[src/rtl/div_unit.sv]
// Multi-cycle radix-2 restoring divider for RV32M DIV/DIVU/REM/REMU, with HDU stall/flush handshake.
// Optional feature: define DIV_EARLY_OUT_EN to finish in one cycle when |dividend| < |divisor|.
module div_unit #(
    parameter int XLEN = 32
) (
    input  logic            clk,
    input  logic            rst_b,
    input  logic            div_req,
    input  logic [1:0]      div_op,
    input  logic [XLEN-1:0] div_src1,
    input  logic [XLEN-1:0] div_src2,
    input  logic            div_flush,
    output logic            div_stall,
    output logic            div_valid,
    output logic [XLEN-1:0] div_result
);

    localparam int CNT_W = $clog2(XLEN);
    localparam logic [CNT_W-1:0] CNT_LAST = CNT_W'(XLEN - 1);
    localparam logic [CNT_W-1:0] CNT_ONE  = {{(CNT_W-1){1'b0}}, 1'b1};
    localparam logic [XLEN-1:0]  ALL_ONES = {XLEN{1'b1}};
    localparam logic [XLEN-1:0]  ZERO     = {XLEN{1'b0}};
    localparam logic [XLEN-1:0]  MIN_NEG  = {1'b1, {(XLEN-1){1'b0}}};

    typedef enum logic [1:0] {
        ST_IDLE = 2'd0,
        ST_BUSY = 2'd1,
        ST_DONE = 2'd2
    } state_t;

    // Unsigned magnitude of an operand; the most negative value maps onto itself, which is correct unsigned.
    function automatic logic [XLEN-1:0] mag(input logic [XLEN-1:0] x, input logic is_signed);
        return (is_signed && x[XLEN-1]) ? -x : x;
    endfunction

    function automatic logic [XLEN-1:0] sign_fix(input logic [XLEN-1:0] x, input logic neg);
        return neg ? -x : x;
    endfunction

    state_t          state_r, state_nx;
    logic [XLEN-1:0] rem_r, rem_nx;
    logic [XLEN-1:0] quo_r, quo_nx;
    logic [XLEN-1:0] dvs_r, dvs_nx;
    logic [CNT_W-1:0] cnt_r, cnt_nx;
    logic            is_rem_r, is_rem_nx;
    logic            neg_q_r, neg_q_nx;
    logic            neg_r_r, neg_r_nx;
    logic [XLEN-1:0] result_r, result_nx;

    logic            sgn_s;
    logic [XLEN-1:0] abs1_s, abs2_s;
    logic            dvs_zero_s, ovf_s;
    logic [XLEN:0]   rem_sh_s, diff_s;
    logic            div_stall_s;

    // Operand decode and the XLEN+1-bit trial subtraction; diff_s[XLEN] set means restore.
    always_comb begin
        sgn_s      = ~div_op[0];
        abs1_s     = mag(div_src1, sgn_s);
        abs2_s     = mag(div_src2, sgn_s);
        dvs_zero_s = (div_src2 == ZERO);
        ovf_s      = sgn_s && (div_src1 == MIN_NEG) && (div_src2 == ALL_ONES);
        rem_sh_s   = {rem_r, quo_r[XLEN-1]};
        diff_s     = rem_sh_s - {1'b0, dvs_r};
    end

    // Next-state, datapath update and stall request.
    always_comb begin
        state_nx    = state_r;
        rem_nx      = rem_r;
        quo_nx      = quo_r;
        dvs_nx      = dvs_r;
        cnt_nx      = cnt_r;
        is_rem_nx   = is_rem_r;
        neg_q_nx    = neg_q_r;
        neg_r_nx    = neg_r_r;
        result_nx   = result_r;
        div_stall_s = 1'b0;
        case (state_r)
            ST_IDLE: begin
                div_stall_s = div_req & ~div_flush;
                if (div_req && !div_flush) begin
                    is_rem_nx = div_op[1];
                    neg_q_nx  = sgn_s & (div_src1[XLEN-1] ^ div_src2[XLEN-1]);
                    neg_r_nx  = sgn_s & div_src1[XLEN-1];
                    quo_nx    = abs1_s;
                    dvs_nx    = abs2_s;
                    rem_nx    = ZERO;
                    cnt_nx    = {CNT_W{1'b0}};
                    if (dvs_zero_s) begin
                        state_nx  = ST_DONE;
                        result_nx = div_op[1] ? div_src1 : ALL_ONES;
                    end else if (ovf_s) begin
                        state_nx  = ST_DONE;
                        result_nx = div_op[1] ? ZERO : MIN_NEG;
                    end
`ifdef DIV_EARLY_OUT_EN
                    else if (abs1_s < abs2_s) begin
                        state_nx  = ST_DONE;
                        result_nx = div_op[1] ? div_src1 : ZERO;
                    end
`endif
                    else begin
                        state_nx = ST_BUSY;
                    end
                end else begin
                    state_nx = ST_IDLE;
                end
            end
            ST_BUSY: begin
                div_stall_s = ~div_flush;
                if (div_flush) begin
                    state_nx = ST_IDLE;
                end else begin
                    rem_nx = diff_s[XLEN] ? rem_sh_s[XLEN-1:0] : diff_s[XLEN-1:0];
                    quo_nx = {quo_r[XLEN-2:0], ~diff_s[XLEN]};
                    cnt_nx = cnt_r + CNT_ONE;
                    if (cnt_r == CNT_LAST) begin
                        state_nx  = ST_DONE;
                        result_nx = is_rem_r ? sign_fix(rem_nx, neg_r_r) : sign_fix(quo_nx, neg_q_r);
                    end else begin
                        state_nx = ST_BUSY;
                    end
                end
            end
            ST_DONE: begin
                state_nx = ST_IDLE;
            end
            default: begin
                state_nx = ST_IDLE;
            end
        endcase
    end

    // State and datapath registers.
    always_ff @(posedge clk or negedge rst_b) begin
        if (!rst_b) begin
            state_r  <= ST_IDLE;
            rem_r    <= {XLEN{1'b0}};
            quo_r    <= {XLEN{1'b0}};
            dvs_r    <= {XLEN{1'b0}};
            cnt_r    <= {CNT_W{1'b0}};
            is_rem_r <= 1'b0;
            neg_q_r  <= 1'b0;
            neg_r_r  <= 1'b0;
            result_r <= {XLEN{1'b0}};
        end else begin
            state_r  <= state_nx;
            rem_r    <= rem_nx;
            quo_r    <= quo_nx;
            dvs_r    <= dvs_nx;
            cnt_r    <= cnt_nx;
            is_rem_r <= is_rem_nx;
            neg_q_r  <= neg_q_nx;
            neg_r_r  <= neg_r_nx;
            result_r <= result_nx;
        end
    end

    assign div_stall  = div_stall_s;
    assign div_valid  = (state_r == ST_DONE);
    assign div_result = result_r;

endmodule

[config.mk]
export PLATFORM = sky130hd
export DESIGN_NAME = div_unit
export DESIGN_NICKNAME = d
export VERILOG_FILES = /design/src/rtl/div_unit.sv
export SDC_FILE = /design/constraint.sdc
export NUM_CORES = 1
export LEC_CHECK = 0
export ABC_AREA = 0
export CAP_MARGIN = 20
export CORE_AREA = 2 2 137 139
export CTS_CLUSTER_SIZE = 28
export DETAILED_ROUTE_END_ITERATION = 12
export DIE_AREA = 0 0 139 141
export HOLD_SLACK_MARGIN = 0.12
export PLACE_DENSITY = 0.94
export SYNTH_ARGS = -nofsm -noshare
export SYNTH_HDL_FRONTEND = slang
export SYNTH_SLANG_ARGS = --single-unit
[constraint.sdc]
create_clock -name clk -period 7.2 [get_ports clk]
set_input_delay 0.72 -clock clk [delete_from_list [all_inputs] [get_ports clk]]
set_output_delay 0.72 -clock clk [all_outputs]
set_load 0.01 [all_outputs]
=== After elaboration in Yosys (flattened, before gate mapping) ===
Cells that the tools add are included.

* Logic and storage cells: 73
* Flip-flop bits (word level): 138
* Input port bits: 70
* Output and inout port bits: 34

* Mux-type cells: 30
* Add/sub/neg operators: 6
* Eq/ne operators: 9
* Bitwise gates (word level): 7
* Reduce and logical (&&, ||, !) cells: 12

{| class="wikitable"
|+ Operator list
! operator !! number
|-
| $mux W32 || 17
|-
| $pmux W32 S2 || 3
|-
| $neg A32 Y32 || 4
|-
| $eq A32 B32 Y1 const B || 2
|-
| $sub A33 B32 Y33 || 1
|-
| $logic_not A32 Y1 || 1
|-
| $mux W2 || 5
|-
| $mux W5 || 2
|-
| $pmux W5 S2 || 1
|-
| $ne A2 B2 Y1 const B || 3
|-
| $add A5 B1 Y5 const B || 1
|-
| $eq A5 B5 Y1 const B || 1
|-
| $logic_and A1 B1 Y1 || 5
|-
| $reduce_and A5 Y1 || 1
|-
| $pmux W2 S2 || 1
|-
| $and A1 B1 Y1 || 3
|-
| $ne A3 B3 Y1 const B || 1
|-
| $not A1 Y1 || 3
|-
| $reduce_and A3 Y1 || 1
|-
| $eq A2 B1 Y1 const B || 1
|-
| $eq A2 B2 Y1 const B || 1
|-
| $logic_not A2 Y1 || 1
|-
| $pmux W1 S2 || 1
|-
| $reduce_and A2 Y1 || 1
|-
| 3 further kinds || 3
|}

=== Logic depth before layout (Yosys ltp) ===
* Depth in word-level cells: 8
* Mapped depth: 24
* Mapped depth without buffers: 21

=== Least setup slack after synthesis ===
Ideal clock, no wire load.

* Kind: flip-flop to flip-flop
* From: reg quo_r[31]
* To: reg result_r[26], in the netlist div_result[26]
* Setup slack: 2.242 ns
* Clock period less this slack: 4.958 ns
* Required time: 7.076 ns
* Stages on the path, launching flop included: 24
* Path buffers: 3
* Library setup time: 0.124 ns
* Arrival: 4.834 ns
* Cell sequence: dfrtp_1 -> inv_1 -> ha_1 -> fa_1 -> nand2b_1 -> a21oi_1 -> o211ai_1 -> o31ai_4 -> a211oi_4 -> xnor2_4 -> inv_2 -> buf_2 -> buf_2 -> buf_2 -> a21oi_1 -> ha_1 -> nand3_1 -> nor3_1 -> mux2i_1 -> or3_4 -> o41ai_2 -> xnor2_1 -> a211oi_2 -> a211o_1

* Longest elaborated chain between the ends: 8
* Elaborated cells between the ends (all ways): 11
* Classes of those cells: 3 x add/sub; 7 x mux; 1 x bitwise

{| class="wikitable"
|+ RTL lines
! element !! line !! text
|-
| start: declaration || 42 || <nowiki>logic [XLEN-1:0] quo_r, quo_nx;</nowiki>
|-
| start signal: assignment || 140 || <nowiki>quo_r <= {XLEN{1'b0}};</nowiki>
|-
| start signal: assignment || 150 || <nowiki>quo_r <= quo_nx;</nowiki>
|-
| $sub A33 B32 Y33 || 64 || <nowiki>diff_s = rem_sh_s - {1'b0, dvs_r};</nowiki>
|-
| $mux W32 / $not A1 Y1 (equally long branches) || 115, 116 ||
|-
| $neg A32 Y32 || 37 || <nowiki>return neg ? -x : x;</nowiki>
|-
| $mux W32 || 37 ||
|-
| $mux W32 (*) || 120 || <nowiki>result_nx = is_rem_r ? sign_fix(rem_nx, neg_r_r) : sign_fix(quo_nx, neg_q_r);</nowiki>
|-
| $mux W32 (*) || 118 || <nowiki>if (cnt_r == CNT_LAST) begin</nowiki>
|-
| $mux W32 (*) || 112 || <nowiki>if (div_flush) begin</nowiki>
|-
| $pmux W32 S2 (*) || 79 || <nowiki>case (state_r)</nowiki>
|-
| end signal: assignment || 146 || <nowiki>result_r <= {XLEN{1'b0}};</nowiki>
|-
| end signal: assignment || 156 || <nowiki>result_r <= result_nx;</nowiki>
|-
| end: declaration || 48 || <nowiki>logic [XLEN-1:0] result_r, result_nx;</nowiki>
|}

Every way passes the cells marked *; elsewhere a longest branch is shown, timed or not. The select of a mux whose other input is x is not followed.
A chain may end at the register's enable or synchronous reset.

=== Final worst setup path ===
* From: reg quo_r[31]
* To: reg result_r[30], in the netlist div_result[30]

Same word-level chain as after synthesis.

==> impl_metrics.py <==
metrics = {
    "clock_network": {
        "cts-root-buf": "clkbuf_16",
        "cts_num_sinks": 138,
        "post-cts-setup-buffers": 0,
        "cts.clk_slew.worst_paths_ps": 70,
        "cts_resized": 0,
        "h-tree-depth": 4,
        "numCtsBuffers": 17,
        "clk_path_buf_depth": 2,
        "clk_latency_ps": 430,
        "cts_tree": "built",
        "cts_hold_buf": 0,
    },
    "sta": {
        "layout_setup_ws_ps": 1720,
        "tightest_slew_ps": 1110,
        "slew_headroom_pct": 25.4,
        "fin_hold_ws_ps": 248,
        "rsz0062_at_grt": "false",
        "fmax_mhz": 183,
        "hold_viol": 0,
        "finalSetupViolCount": 0,
        "slew_violations": 0,
        "layout_min_cycle_time_ps": 5480,
        "finalSetupTns_ps": 0,
        "clock_skew_ps": 10.4,
        "period_share_pct": 76.1,
    },
    "routing": {
        "drc": 0,
        "final_antenna_net_count": 0,
        "post_drt_wl_per_cell_um": 20.2,
        "vias": 12000,
        "viasPerCell": 6.67,
        "first_iter_violations": 1452,
        "drt_wl_total_mm": 36.2,
        "dr.pass1.iters": 6,
    },
    "yosys": {
        "synth_top_cell_by_area": "dfrtp_1",
        "ys_types": 74,
        "syn_nets": 1599,
        "ys_warn_count": 0,
        "syn_area_um2": 11400,
        "synth_area_per_cell_um2": 7.66,
        "synth_async_sr_flop_share_pct": 100,
        "synth.top_cells.by_area": "dfrtp_1, o21ai_0, nand2_1",
        "yosys-top-cells-count": "nand2_1, o21ai_0, dfrtp_1",
        "synth_edf_count": 0,
        "synth_flop_cell": "dfrtp_1",
        "synth.most_common_cell": "nand2_1",
        "ys_seq_elements": 138,
        "synth_top_area_share_pct": 30.3,
        "synth_seq_area_share_pct": 30.3,
        "syn_inst": 1489,
    },
    "layout": {
        "nets": 1655,
        "layout-drive-gt1-share_pct": 4.81,
        "fillers": 1429,
        "syn2layout_area_growth_pct": 15.3,
        "diodes": 0,
        "final_area_um2": 13200,
    },
    "placed_design": {
        "pre_cts_slack_ps": 1510,
        "globalplace.congestion": 0.955,
        "placed_cell_area_um2": 12500,
        "port_buffers": 103,
        "dp_hpwl_mm": 26.7,
    },
    "worst_hold_path": {
        "hp-class": "input port to async pin",
    },
    "run": {
        "max_cap_viol_count": 0,
    },
    "grt": {
        "grt_first_pass_wirelength_mm": 57.8,
        "grt-ovfl-total": 0,
        "antenna_found_initial": 0,
        "grt_max_degree": 76,
        "grt_pass1_vias": 11300,
        "grt_usage_pct": 36.6,
    },
    "pwr": {
        "power_frac_comb_pct": 60.9,
        "switching_power_mw": 2.70,
        "cellPowerDensity_nw_per_um2": 408,
        "p_clk_share_pct": 16.7,
        "leakage_nw": 5.38,
        "switching_share_pct": 50.4,
        "ir_drop_mv": 0.318,
        "p_int_mw": 2.67,
        "seqPwrFrac_pct": 22.3,
    },
    "floorplanning": {
        "ios": 104,
        "core_area_um2": 18300,
        "num_rows": 50,
        "chipHeight_um": 141,
        "die-area_um2": 19600,
        "initial_utilization_pct": 62.4,
        "fp.dieW_um": 139,
    },
    "setup_path": {
        "slowest_delay_ps": 560,
        "r2r_cells": 21,
        "worstSetupStartpoint": "quo_r[31]",
        "crit_required_ps": 7520,
        "worstSetupStartpointType": "flop",
        "cp_slowest_cell": "inv_2",
        "cp_max_fo": 42,
        "regToRegEndpoint": "div_result[30]",
        "r2r_setup_slack_ps": 1720,
        "crit_chain": "inv_1, ha_1, fa_1, nand2b_1, a21oi_1, o211ai_1, o31ai_4, a211oi_4, xnor2_4, inv_2, ha_1, nand3_1, or4_1, inv_1, nand2_1, o31ai_1, xnor2_1, nor2_1, nor4_1, a211oi_1, nand2_1",
        "crit_path_end": "div_result[30]",
        "reg2reg_from": "quo_r[31]",
        "worstSetupPathType": "flop to flop",
        "cp.arrival_ps": 5800,
        "end_kind": "flop",
    },
    "status": {
        "outcome": "finished clean",
    },
}
## stage by stage
stage	cells	util, %	total power [mW]
2_1_floorplan	1489	-	3.57
3_3_place_gp	1757	68.5	4.29
3_5_place_dp	1758	68.6	4.35
4_1_cts	1790	71.8	5.27
5_1_grt	1792	72.0	5.71
6_report	1792	72.0	5.37
## cells by family after synthesis
family | after synthesis | share of synthesized area [%]
adders and majority gates | 40 | 4.45
muxes | 31 | 2.82
DFF | 138 | 30.3
buffers and inverters | 143 | 4.96
and+or+nand+nor | 519 | 20.9
AOI/OAI and AO/OA | 481 | 25.9
xor gates and xnor gates | 137 | 10.7
## layout make-up
type | instances | area, µm² | area share (%)
Clock buffer | 17 | 425 | 3.24
Timing Repair Buffer | 119 | 1180 | 8.95
Clock inverter | 15 | 164 | 1.25
Tap cell | 234 | 293 | 2.23
Sequential cell | 138 | 3450 | 26.3
Multi-Input combinational cell | 1208 | 7410 | 56.3
Inverter | 61 | 229 | 1.74
## cell usage in the layout (no fill, tap or decap), types with 9 or more instances in the layout
master           instances
nand2_1                206
o21ai_0                180
dfrtp_1                138
nor2_1                 130
a21oi_1                113
clkdlybuf4s50_1        102
xnor2_1                 70
xor2_1                  66
inv_1                   59
ha_1                    39
nor3_1                  29
o31ai_1                 29
or3_1                   26
nand3_1                 26
mux2i_1                 25
o211ai_1                20
nor4_1                  19
nand2b_1                17
clkbuf_16               17
nand4_1                 16
a211oi_1                15
a31oi_1                 15
buf_4                   13
o21ai_1                 12
o41ai_1                 11
a21o_1                  10
nor2b_1                  9
a22o_1                   9
## routing by layer
metal	part of all wire, %	GRT usage [%]
met3	10	7.95
met1	39	47.5
met4	4.2	16.1
met5	0	0
met2	46	59.3
## critical path: cells and delay by family (launching register included)
kind / cells / cell delay (ps)
AO/OA/AOI/OAI: 6 / 1470
AND/OR/NAND/NOR: 7 / 1450
adder cells (fa/ha/maj): 3 / 1020
buffers and inverters: 3 / 730
flip-flops: 1 / 410
XOR/XNOR: 2 / 280
## state kept, by name (all words and copies together) (netlist names)
register	cells
state_r	2
rem_r	32
dvs_r	32
is_rem_r	1
cnt_r	5
div_result	32
quo_r	32
neg_q_r	1
neg_r_r	1
## worst min-delay path by stage
stage / slack [ps] / startpoint / endpoint / cells past startpoint
2_1_floorplan: 420 / rst_b / cnt_r[0] / 0
3_3_place_gp: 460 / div_result[19] / div_result[19] / 2
3_5_place_dp: 470 / dvs_r[20] / dvs_r[20] / 2
4_1_cts: 280 / rst_b / dvs_r[12] / 1
5_1_grt: 320 / rst_b / dvs_r[12] / 1
6_report: 250 / rst_b / dvs_r[12] / 1
## power groups by stage
stage / clock (mW) / combinational [mW] / sequential (mW)
2_1_floorplan: 0 / 2.49 / 1.08
3_5_place_dp: 0 / 3.16 / 1.19
4_1_cts: 0.894 / 3.19 / 1.18
6_report: 0.899 / 3.27 / 1.20
3_3_place_gp: 0 / 3.10 / 1.19
5_1_grt: 0.924 / 3.58 / 1.21
No activity file was read; power rests on OpenSTA's default activity.
